===== src/rtl/rv32i_lsu_if.sv =====
// rv32i_lsu_if: request/response handshake between the core and the
// load/store unit, plus the synchronous data-memory port.
//   req_*   core -> LSU request (valid/ready handshake)
//   resp_*  LSU -> core completion pulse, read data, error flag
//   data_*  LSU <-> data memory (word address, byte enables, write/read data)
// modport slave  : the LSU side
// modport master : the core + memory side (testbench)
interface rv32i_lsu_if #(
  parameter int DMEM_WIDTH = 16
);
  logic                  req_valid;
  logic                  req_ready;
  logic                  req_store;
  logic [2:0]            req_funct3;
  logic [31:0]           req_addr;
  logic [31:0]           req_wdata;
  logic                  resp_valid;
  logic [31:0]           resp_rdata;
  logic                  resp_error;
  logic [DMEM_WIDTH-1:0] data_addr;
  logic [3:0]            data_we;
  logic [31:0]           data_write;
  logic [31:0]           data_read;

  modport slave (
    input  req_valid, req_store, req_funct3, req_addr, req_wdata, data_read,
    output req_ready, resp_valid, resp_rdata, resp_error,
           data_addr, data_we, data_write
  );

  modport master (
    output req_valid, req_store, req_funct3, req_addr, req_wdata, data_read,
    input  req_ready, resp_valid, resp_rdata, resp_error,
           data_addr, data_we, data_write
  );
endinterface


===== src/rtl/rv32i_lsu.sv =====
// rv32i_lsu: load/store unit between the rv32i execute logic and a data
// memory with a one-cycle synchronous read.  One request in flight at a time.
// Ports:
//   clk    rising-edge clock
//   reset  asynchronous active-high reset
//   bus    rv32i_lsu_if.slave: req_* request, resp_* completion,
//          data_* memory word address / byte enables / write & read data
// Stores complete in 3 cycles, loads in 4 (including the IDLE cycle).
module rv32i_lsu #(
  parameter int DMEM_WIDTH = 16
) (
  input logic        clk,
  input logic        reset,
  rv32i_lsu_if.slave bus
);

  typedef enum logic [1:0] {IDLE, ACCESS, WAIT, RESP} state_t;

  state_t                state, state_nxt;
  logic [DMEM_WIDTH+1:0] addr_p0;
  logic [2:0]            funct3_p0;
  logic                  store_p0;
  logic [31:0]           wdata_p0;
  logic [31:0]           rdata_p1;
  logic                  error_p1;
  logic                  err_p0;

  function automatic logic access_error(input logic store, input logic [2:0] f3,
                                        input logic [1:0] off);
    logic e;
    e = 1'b1;
    case (f3)
      3'b000:  e = 1'b0;
      3'b001:  e = off[0];
      3'b010:  e = |off;
      3'b100:  e = store;
      3'b101:  e = store | off[0];
      default: e = 1'b1;
    endcase
    return e;
  endfunction

  function automatic logic [3:0] store_lanes(input logic [1:0] size, input logic [1:0] off);
    logic [3:0] we;
    case (size)
      2'b00:   we = 4'b0001 << off;
      2'b01:   we = off[1] ? 4'b1100 : 4'b0011;
      default: we = 4'b1111;
    endcase
    return we;
  endfunction

  function automatic logic [31:0] store_data(input logic [1:0] size, input logic [31:0] wdata);
    logic [31:0] d;
    case (size)
      2'b00:   d = {4{wdata[7:0]}};
      2'b01:   d = {2{wdata[15:0]}};
      default: d = wdata;
    endcase
    return d;
  endfunction

  function automatic logic [31:0] load_extract(input logic [2:0] f3, input logic [1:0] off,
                                               input logic [31:0] word);
    logic signed [7:0]  b;
    logic signed [15:0] h;
    logic [31:0]        r;
    b = signed'(word[{off, 3'b000} +: 8]);
    h = signed'(word[{off[1], 4'b0000} +: 16]);
    case (f3)
      3'b000:  r = 32'(b);
      3'b001:  r = 32'(h);
      3'b100:  r = {24'h0, b};
      3'b101:  r = {16'h0, h};
      default: r = word;
    endcase
    return r;
  endfunction

  // Decoded only from registered request state, never from req_* inputs.
  assign err_p0 = access_error(store_p0, funct3_p0, addr_p0[1:0]);

  always_ff @(posedge clk or posedge reset) begin
    if (reset) state <= IDLE;
    else       state <= state_nxt;
  end

  always_comb begin
    state_nxt = state;
    case (state)
      IDLE:    if (bus.req_valid) state_nxt = ACCESS;
      ACCESS:  state_nxt = (err_p0 || store_p0) ? RESP : WAIT;
      WAIT:    state_nxt = RESP;
      RESP:    state_nxt = IDLE;
      default: state_nxt = IDLE;
    endcase
  end

  // ---- stage p0: request capture on acceptance ----
  always_ff @(posedge clk or posedge reset) begin
    if (reset) begin
      addr_p0   <= '0;
      funct3_p0 <= 3'b000;
      store_p0  <= 1'b0;
      wdata_p0  <= 32'h0;
    end else if (state == IDLE && bus.req_valid) begin
      addr_p0   <= bus.req_addr[DMEM_WIDTH+1:0];
      funct3_p0 <= bus.req_funct3;
      store_p0  <= bus.req_store;
      wdata_p0  <= bus.req_wdata;
    end
  end

  // ---- stage p1: response registers, updated only when entering RESP ----
  always_ff @(posedge clk or posedge reset) begin
    if (reset) begin
      rdata_p1 <= 32'h0;
      error_p1 <= 1'b0;
    end else if (state == ACCESS && (err_p0 || store_p0)) begin
      rdata_p1 <= 32'h0;
      error_p1 <= err_p0;
    end else if (state == WAIT) begin
      rdata_p1 <= load_extract(funct3_p0, addr_p0[1:0], bus.data_read);
      error_p1 <= 1'b0;
    end
  end

  assign bus.req_ready  = (state == IDLE);
  assign bus.resp_valid = (state == RESP);
  assign bus.resp_rdata = rdata_p1;
  assign bus.resp_error = error_p1;
  assign bus.data_addr  = addr_p0[DMEM_WIDTH+1:2];
  assign bus.data_write = store_data(funct3_p0[1:0], wdata_p0);
  // State resets asynchronously, so the enables collapse as soon as reset rises.
  assign bus.data_we    = (state == ACCESS && store_p0 && !err_p0)
                          ? store_lanes(funct3_p0[1:0], addr_p0[1:0]) : 4'b0000;

endmodule


===== src/flat_wrapper.sv =====
// flat-port wrapper written by rule: the top's interface ports become plain ports
module rv32i_lsu_flat 
#(
  parameter int DMEM_WIDTH = 16
)
  (clk, reset, bus_req_valid, bus_req_store, bus_req_funct3, bus_req_addr, bus_req_wdata, bus_data_read, bus_req_ready, bus_resp_valid, bus_resp_rdata, bus_resp_error, bus_data_addr, bus_data_we, bus_data_write);
  rv32i_lsu_if #(.DMEM_WIDTH(DMEM_WIDTH)) bus_i ();
  input logic clk;
  input logic reset;
  input wire logic [$bits(bus_i.req_valid)-1:0] bus_req_valid;
  input wire logic [$bits(bus_i.req_store)-1:0] bus_req_store;
  input wire logic [$bits(bus_i.req_funct3)-1:0] bus_req_funct3;
  input wire logic [$bits(bus_i.req_addr)-1:0] bus_req_addr;
  input wire logic [$bits(bus_i.req_wdata)-1:0] bus_req_wdata;
  input wire logic [$bits(bus_i.data_read)-1:0] bus_data_read;
  output wire logic [$bits(bus_i.req_ready)-1:0] bus_req_ready;
  output wire logic [$bits(bus_i.resp_valid)-1:0] bus_resp_valid;
  output wire logic [$bits(bus_i.resp_rdata)-1:0] bus_resp_rdata;
  output wire logic [$bits(bus_i.resp_error)-1:0] bus_resp_error;
  output wire logic [$bits(bus_i.data_addr)-1:0] bus_data_addr;
  output wire logic [$bits(bus_i.data_we)-1:0] bus_data_we;
  output wire logic [$bits(bus_i.data_write)-1:0] bus_data_write;
  assign bus_i.req_valid = bus_req_valid;
  assign bus_i.req_store = bus_req_store;
  assign bus_i.req_funct3 = bus_req_funct3;
  assign bus_i.req_addr = bus_req_addr;
  assign bus_i.req_wdata = bus_req_wdata;
  assign bus_i.data_read = bus_data_read;
  assign bus_req_ready = bus_i.req_ready;
  assign bus_resp_valid = bus_i.resp_valid;
  assign bus_resp_rdata = bus_i.resp_rdata;
  assign bus_resp_error = bus_i.resp_error;
  assign bus_data_addr = bus_i.data_addr;
  assign bus_data_we = bus_i.data_we;
  assign bus_data_write = bus_i.data_write;
  rv32i_lsu #(.DMEM_WIDTH(DMEM_WIDTH)) u_core (.clk(clk), .reset(reset), .bus(bus_i));
endmodule

===== config.mk =====
export PLATFORM = sky130hd
export DESIGN_NAME = rv32i_lsu_flat
export DESIGN_NICKNAME = d
export VERILOG_FILES = /design/src/rtl/rv32i_lsu_if.sv /design/src/rtl/rv32i_lsu.sv /design/src/flat_wrapper.sv
export SDC_FILE = /design/constraint.sdc
export NUM_CORES = 1
export LEC_CHECK = 0
export BUFFER_PORTS_ARGS = -buffer_cell sky130_fd_sc_hd__buf_4
export CAP_MARGIN = 5
export CORE_AREA = 2 2 96 98
export CTS_BUF_LIST = sky130_fd_sc_hd__clkbuf_2
export DETAILED_ROUTE_END_ITERATION = 8
export DIE_AREA = 0 0 98 100
export GPL_ROUTABILITY_DRIVEN = 0
export PLACE_DENSITY = 0.93
export SYNTH_ARGS = -nofsm -noshare
export SYNTH_HDL_FRONTEND = slang
export SYNTH_SLANG_ARGS = --single-unit

===== constraint.sdc =====
create_clock -name clk -period 6.6 [get_ports clk]
set_clock_uncertainty 0.1 [all_clocks]
set_input_delay 1.98 -clock clk [delete_from_list [all_inputs] [get_ports clk]]
set_output_delay 1.98 -clock clk [all_outputs]
set_load 0.02 [all_outputs]

==> results.txt, run 1 <==
Outcome: complete, no violations
Post-Place Cells: 651
Via count of the routed design: 3769
CP required: 4.52 ns
Mapped Area: 0.00458 mm^2
Worst slew pin tran: 1.04 ns
FP Rows: 35
Max Clk Rate: 0.217 GHz
Final net count: 658
CP endpoint kind: output pin
DR DRC count: 0
Commonest cells after routing, fill and taps aside: buf_4 (180), dfrtp_1 (89), mux2_2 (70), o21ai_0 (25), nor2_1 (25)
Pwr/cell area: 565 mW/mm^2
Relative max-transition margin: 30.2%
Vias in the first global route: 3895
TritonCTS Sinks: 89
First-pass DRT Iterations: 4
Critical path arrival: 2.53 ns
Unrepaired setup endpoints after global routing: no
Grt total ovfl: 0
First-pass GRT wire length: 18.8 mm
Final setup violation count: 0
Syn. warnings: 0
Crit path kind: register to output pin
Post-CTS Setup Inserts: 0
Clk buf depth: 2
Yosys reg bits: 89
Slowest stage delay, CP: 0.86 ns
DRT iter0 DRCs: 151
Critical path origin: u_core.funct3_p0[0]
Top-Level Pins: 190
Worst-path clk slew: 0.23 ns
All-Layer GR Usage: 24.0%
Initial antenna violation count: 0
Layout cell share with drive strength beyond 1: 49.4%
CTS H-tree lvls: 3
CP endpoint: bus_data_write[13]
Root buf cell: clkbuf_2
Worst hold-check path type: register to register
CP cell instances: nor2_1 -> mux2_2 -> buf_4
Diode count: 0
Synthesized Nets: 519
Die H: 100 um
Post-Syn Instances: 412
Die Wd: 98 um
DIE AREA: 0.00980 mm^2
Clk_lat worst skew: 0.53 ns
Peak VDD IR: 0.398 mV
Minimum clock period: 4.61 ns
Max Slew Vio Count: 0
Post-DP HPWL: 8.56 mm
Post-synth EDFFs: 0
Post-cts sizing count: 0
Main flop type after synthesis: dfrtp_1
Period utilization: 69.9%
Vias/cell: 5.66
CP max stage cell: nor2_1
Hold Fails Final Rpt: 0
CTS tree: built
Area grow syn2layout: 27.9%
Leakage: 2.77 nW
Max-cap violations: 0
Reg2reg end: u_core.bus.resp_rdata[23]
Syn Area/Cell: 11.1 um^2
Core Region: 0.00889 mm^2
Worst reg2reg setup slack: 4.08 ns
Synth cell types: 40
IO buf count: 175
Critical Path Start Type: register
CTS Buf Count: 9
Async SR Flop Fraction: 100%
Final TNS setup: 0 ns
Critical path peak fanout: 13
Post-DRT Antenna Nets: 0
Worst r2r src: u_core.addr_p0[1]
DRT Wirelength: 11.8 mm
Starting Density: 51.5%
Pin count of the biggest net entering global routing: 59
Cells on worst reg2reg path: 4
Register area share after synthesis: 48.6%
Hold Buf Count CTS: 0
Fin cells: 666
Commonest non-fill, non-tap cell in the layout: buf_4
WL/cell: 17.7 um
[how the worst min path moves through the flow]
stage                              startpoint                  end  slack (ns)  cells past startpoint
after global placement    u_core.wdata_p0[16]  u_core.wdata_p0[16]        0.38                      1
after CTS                 u_core.wdata_p0[20]  u_core.wdata_p0[20]        0.43                      1
after global routing      u_core.wdata_p0[25]  u_core.wdata_p0[25]        0.46                      1
final                     u_core.wdata_p0[20]  u_core.wdata_p0[20]        0.43                      1
after floorplan           u_core.wdata_p0[16]  u_core.wdata_p0[16]        0.37                      1
after detailed placement  u_core.wdata_p0[20]  u_core.wdata_p0[20]        0.39                      1
[critical path, delay by kind of cell, from the launching register on]
kind / cells / cell delay, ns
muxes: 1 / 0.43
DFF: 1 / 0.57
buffers and inverters: 1 / 0.16
and+or+nand+nor: 1 / 0.86
[sequential cells by signal (all words and copies together) (netlist names)]
signal                 count
u_core.wdata_p0           32
u_core.state               2
u_core.funct3_p0           3
u_core.store_p0            1
u_core.addr_p0            18
u_core.bus.resp_error      1
u_core.bus.resp_rdata     32
[per-layer routing]
metal	track usage [%]	wire, um	vias up
li1	-	-	1734
met1	28.8	4520	1815
met2	38.9	5790	191
met3	9.05	1150	29
met4	10.8	299	0
met5	0	0	-
[cells by family (layout without fill, tap and decap cells)]
kind of cell    after synthesis  in the layout  share of synthesized area [%]
compound gates               89             89                           13.0
fa+ha+maj                     4              4                           1.09
buf+inv                      59            202                           7.62
flops                        89             89                           48.6
mux                          84             84                           20.3
simple gates                 87             87                           9.35
[cell usage after synthesis, types with 3 or more instances]
cell,instances,area [um^2]
dfrtp_1,89,2230
o22ai_1,16,100
o21ai_0,25,125
o221ai_1,3,26.3
mux2_2,70,788
buf_6,3,33.8
o221a_2,5,56.3
nor4bb_1,4,40.0
mux2i_1,14,140
clkbuf_1,12,45.0
buf_4,25,188
nor2b_1,4,25.0
buf_1,3,11.3
nand3b_1,3,22.5
ha_1,4,50.1
a22oi_1,4,30.0
nand2_1,24,90.1
inv_1,7,26.3
a31oi_1,5,31.3
nor3_1,10,50.1
a21oi_1,18,90.1
or3_1,3,18.8
nand2b_1,7,43.8
buf_2,9,45.0
and2_1,3,18.8
nor2_1,25,93.8
[per-stage QoR]
step | hold WS (ns) | cell area (um^2) | total power [mW] | util (%) | setup WS (ns)
after detailed placement | 0.388 | 5750 | 3.05 | 64.7 | 2.58
after global placement | 0.382 | 5750 | 2.97 | 64.7 | 2.61
after floorplan | 0.374 | 4580 | 2.44 | - | 2.21
after CTS | 0.434 | 5860 | 3.32 | 65.9 | 1.94
after global routing | 0.459 | 5860 | 3.52 | 65.9 | 1.80
final | 0.435 | 5860 | 3.31 | 65.9 | 1.99
[power breakdown]
group / total, mW / internal (mW) / switching (mW) / leakage (nW)
combinational: 1.98 / 0.913 / 1.07 / 1.64
sequential: 1.05 / 0.822 / 0.232 / 1.07
clock: 0.275 / 0.0862 / 0.189 / 0.0616
[layout make-up]
cell class | count | area [um^2]
Fill cell | 693 | 3030
Sequential cell | 89 | 2230
Multi-Input combinational cell | 264 | 2000
Timing Repair Buffer | 180 | 1350
Tap cell | 111 | 139
Clock inverter | 5 | 57.6
Clock buffer | 10 | 50.0
Inverter | 7 | 27.5
(Power assumes the default switching activity.)
==> inputs of run 2 (changes only) <==
--- a/config.mk
+++ b/config.mk
@@ -5,14 +5,15 @@
 export SDC_FILE = /design/constraint.sdc
 export NUM_CORES = 1
 export LEC_CHECK = 0
+export ABC_AREA = 1
 export BUFFER_PORTS_ARGS = -buffer_cell sky130_fd_sc_hd__buf_4
 export CAP_MARGIN = 5
-export CORE_AREA = 2 2 96 98
+export CORE_AREA = 2 2 105 107
 export CTS_BUF_LIST = sky130_fd_sc_hd__clkbuf_2
 export DETAILED_ROUTE_END_ITERATION = 8
-export DIE_AREA = 0 0 98 100
+export DIE_AREA = 0 0 107 109
 export GPL_ROUTABILITY_DRIVEN = 0
-export PLACE_DENSITY = 0.93
+export PLACE_DENSITY = 0.84
 export SYNTH_ARGS = -nofsm -noshare
 export SYNTH_HDL_FRONTEND = slang
 export SYNTH_SLANG_ARGS = --single-unit
==> constraint.sdc (replaced) <==
create_clock -name clk -period 3.9 [get_ports clk]
set_clock_uncertainty 0.1 [all_clocks]
set_input_delay 1.17 -clock clk [delete_from_list [all_inputs] [get_ports clk]]
set_output_delay 1.17 -clock clk [all_outputs]
set_load 0.02 [all_outputs]
==> run 2 against run 1 <==
Against the previous run:
- design area increased by 2.7%
- critical path type unchanged
- critical path depth rose by 2
- clock power up 110%
- setup slack lost 1.7 ns
- first-iteration DRC count up 40%
- global-route usage is 2.2 points lower
- flip-flop and latch count stayed put
- largest power group unchanged
- cell count up 25%
- register-to-register slack got worse by 2.7 ns
- sequential share of layout area down 1.0 points
- area after synthesis up 1.6%
- count of clock-buffer cells in the layout down 1
==> results.txt, run 2 <==
Outcome: complete, no violations
Post-DRT Antenna Nets: 0
DR DRC count: 0
Max Clk Rate: 0.275 GHz
Post-CTS Setup Inserts: 0
Commonest non-fill, non-tap cell in the layout: nand2_1
FP Rows: 38
Fin worst setup slack: 0.257 ns
Worst slew pin tran: 1.24 ns
Synth cell types: 29
Yosys reg bits: 89
Switching Power: 2.32 mW
Vias/cell: 5.00
Register area share after synthesis: 47.9%
DRT iter0 DRCs: 211
Root buf cell: clkbuf_2
Pwr/cell area: 834 mW/mm^2
Hold WS: 0.418 ns
Design Area, Final: 0.00602 mm^2
TritonCTS Sinks: 89
Leakage: 3.29 nW
Worst-path clk slew: 0.27 ns
Clk_lat worst skew: 0.55 ns
Critical Path Start Type: register
Post-DP HPWL: 9.32 mm
Starting Density: 43.9%
Yosys top cell area share: 47.9%
Internal power: 2.70 mW
Via count of the routed design: 4177
DIE AREA: 0.0117 mm^2
Setup WS pre-CTS: 0.785 ns
Async SR Flop Fraction: 100%
Worst hold-check path type: register to register
Core Region: 0.0106 mm^2
Clock group share of total power: 11.3%
Final net count: 797
Fin util: 56.8%
Hold Buf Count CTS: 0
Final setup violation count: 0
Period utilization: 93.4%
Unrepaired setup endpoints after global routing: no
Synthesized Nets: 655
CP endpoint kind: output pin
Area grow syn2layout: 29.4%
Vias in the first global route: 4128
Diode count: 0
Critical path arrival: 2.37 ns
Post-synth top area cell: dfrtp_1
Mapped Area: 0.00465 mm^2
Max-cap violations: 0
Die H: 109 um
Minimum clock period: 3.64 ns
Most frequent cells after synthesis: nand2_1 (187), dfrtp_1 (89), inv_1 (44), mux2_2 (41), nand3_1 (33)
Top cells by area, synth: dfrtp_1 (48%), nand2_1 (15%), mux2_2 (9.9%), buf_4 (4.2%), inv_1 (3.6%)
CP required: 2.63 ns
First-pass DRT Iterations: 7
Post-synth EDFFs: 0
Main flop type after synthesis: dfrtp_1
Syn Area/Cell: 8.49 um^2
Crit path kind: register to output pin
Initial antenna violation count: 0
Post-Syn Instances: 548
Final TNS setup: 0 ns
Peak VDD IR: 0.495 mV
IO buf count: 175
Hold Fails Final Rpt: 0
All-Layer GR Usage: 21.8%
First-pass GRT wire length: 19.9 mm
Top-Level Pins: 190
Post-cts sizing count: 0
Top-count cell post-synth: nand2_1
CTS H-tree lvls: 3
Syn. warnings: 0
Max Slew Vio Count: 0
Die Wd: 107 um
WL/cell: 15.1 um
CTS tree: built
Grt total ovfl: 0
Post-DP Area: 0.00587 mm^2
Pin count of the biggest net entering global routing: 48
Sw Ratio: 46.3%
Clk buf depth: 2
CTS Buf Count: 9
Commonest cells after routing, fill and taps aside: nand2_1 (186), buf_4 (176), dfrtp_1 (89), inv_1 (43), mux2_2 (41)
DRT Wirelength: 12.6 mm
Flop pwr share: 31.7%
Combinational power share: 57.0%
Critical path peak fanout: 27
Layout cell share with drive strength beyond 1: 37.3%
Relative max-transition margin: 17.7%
-- run 2: critical path, stage by stage (launching register included) --
cell	delay (ns)
dfrtp_1	0.42
clkinv_2	0.35
nand2_4	0.29
inv_1	0.26
o21ai_0	0.31
buf_4	0.19
-- run 2: final timing paths --
| kind | start | end | slack, ns | depth (start not counted) |
|---|---|---|---|---|
| hold reg to reg | u_core.bus.resp_rdata[8] | u_core.bus.resp_rdata[8] | 0.42 | 2 |
| setup / recovery | u_core.funct3_p0[1] | bus_data_write[13] | 0.26 | 5 |
| hold / removal | u_core.bus.resp_rdata[8] | u_core.bus.resp_rdata[8] | 0.42 | 2 |
| min in group asynchronous | reset | u_core.bus.resp_rdata[20] | 0.58 | 2 |
| setup reg to reg | u_core.funct3_p0[1] | u_core.bus.resp_rdata[4] | 1.34 | 7 |
| max in group asynchronous | reset | u_core.wdata_p0[7] | 2.40 | 3 |
-- run 2: power by group through the flow --
stage,clock network (mW),registers (mW),logic [mW]
floorplan,0,1.64,1.98
global placement,0,1.59,2.81
global route,0.620,1.64,3.12
finish,0.566,1.59,2.86
CTS,0.577,1.59,2.88
detailed placement,0,1.61,2.87
-- run 2: layer usage --
| layer | track usage, % | wire [um] | vias to the layer above | part of all wire (%) |
|---|---|---|---|---|
| met5 | 0 | 0 | - | 0 |
| met2 | 36.8 | 6070 | 183 | 48 |
| met3 | 7.11 | 1210 | 21 | 9.6 |
| li1 | - | - | 1998 | - |
| met4 | 6.96 | 208 | 0 | 1.7 |
| met1 | 26.7 | 5080 | 1975 | 40 |
-- run 2: final cells by class --
class | instances | area [um^2]
repair buffers | 178 | 1360
flip-flops and latches | 89 | 2230
clock buffers | 9 | 45.0
inverters | 47 | 179
fillers | 948 | 4590
clock inverters | 7 | 104
multi-input cells | 365 | 1930
well taps | 140 | 175
-- run 2: kinds of logic after synthesis --
| family | Yosys count | synth area share, % |
|---|---|---|
| buffers and inverters | 94 | 10.8 |
| and+or+nand+nor | 268 | 23.9 |
| AOI/OAI and AO/OA | 52 | 6.46 |
| muxes | 41 | 9.93 |
| adders and majority gates | 4 | 1.08 |
| DFF | 89 | 47.9 |
-- run 2: per-stage QoR --
| step | instances | total power [mW] |
|---|---|---|
| after detailed placement | 819 | 4.48 |
| after global routing | 835 | 5.38 |
| after CTS | 835 | 5.05 |
| after global placement | 819 | 4.40 |
| after floorplan | 548 | 3.62 |
| final | 835 | 5.02 |
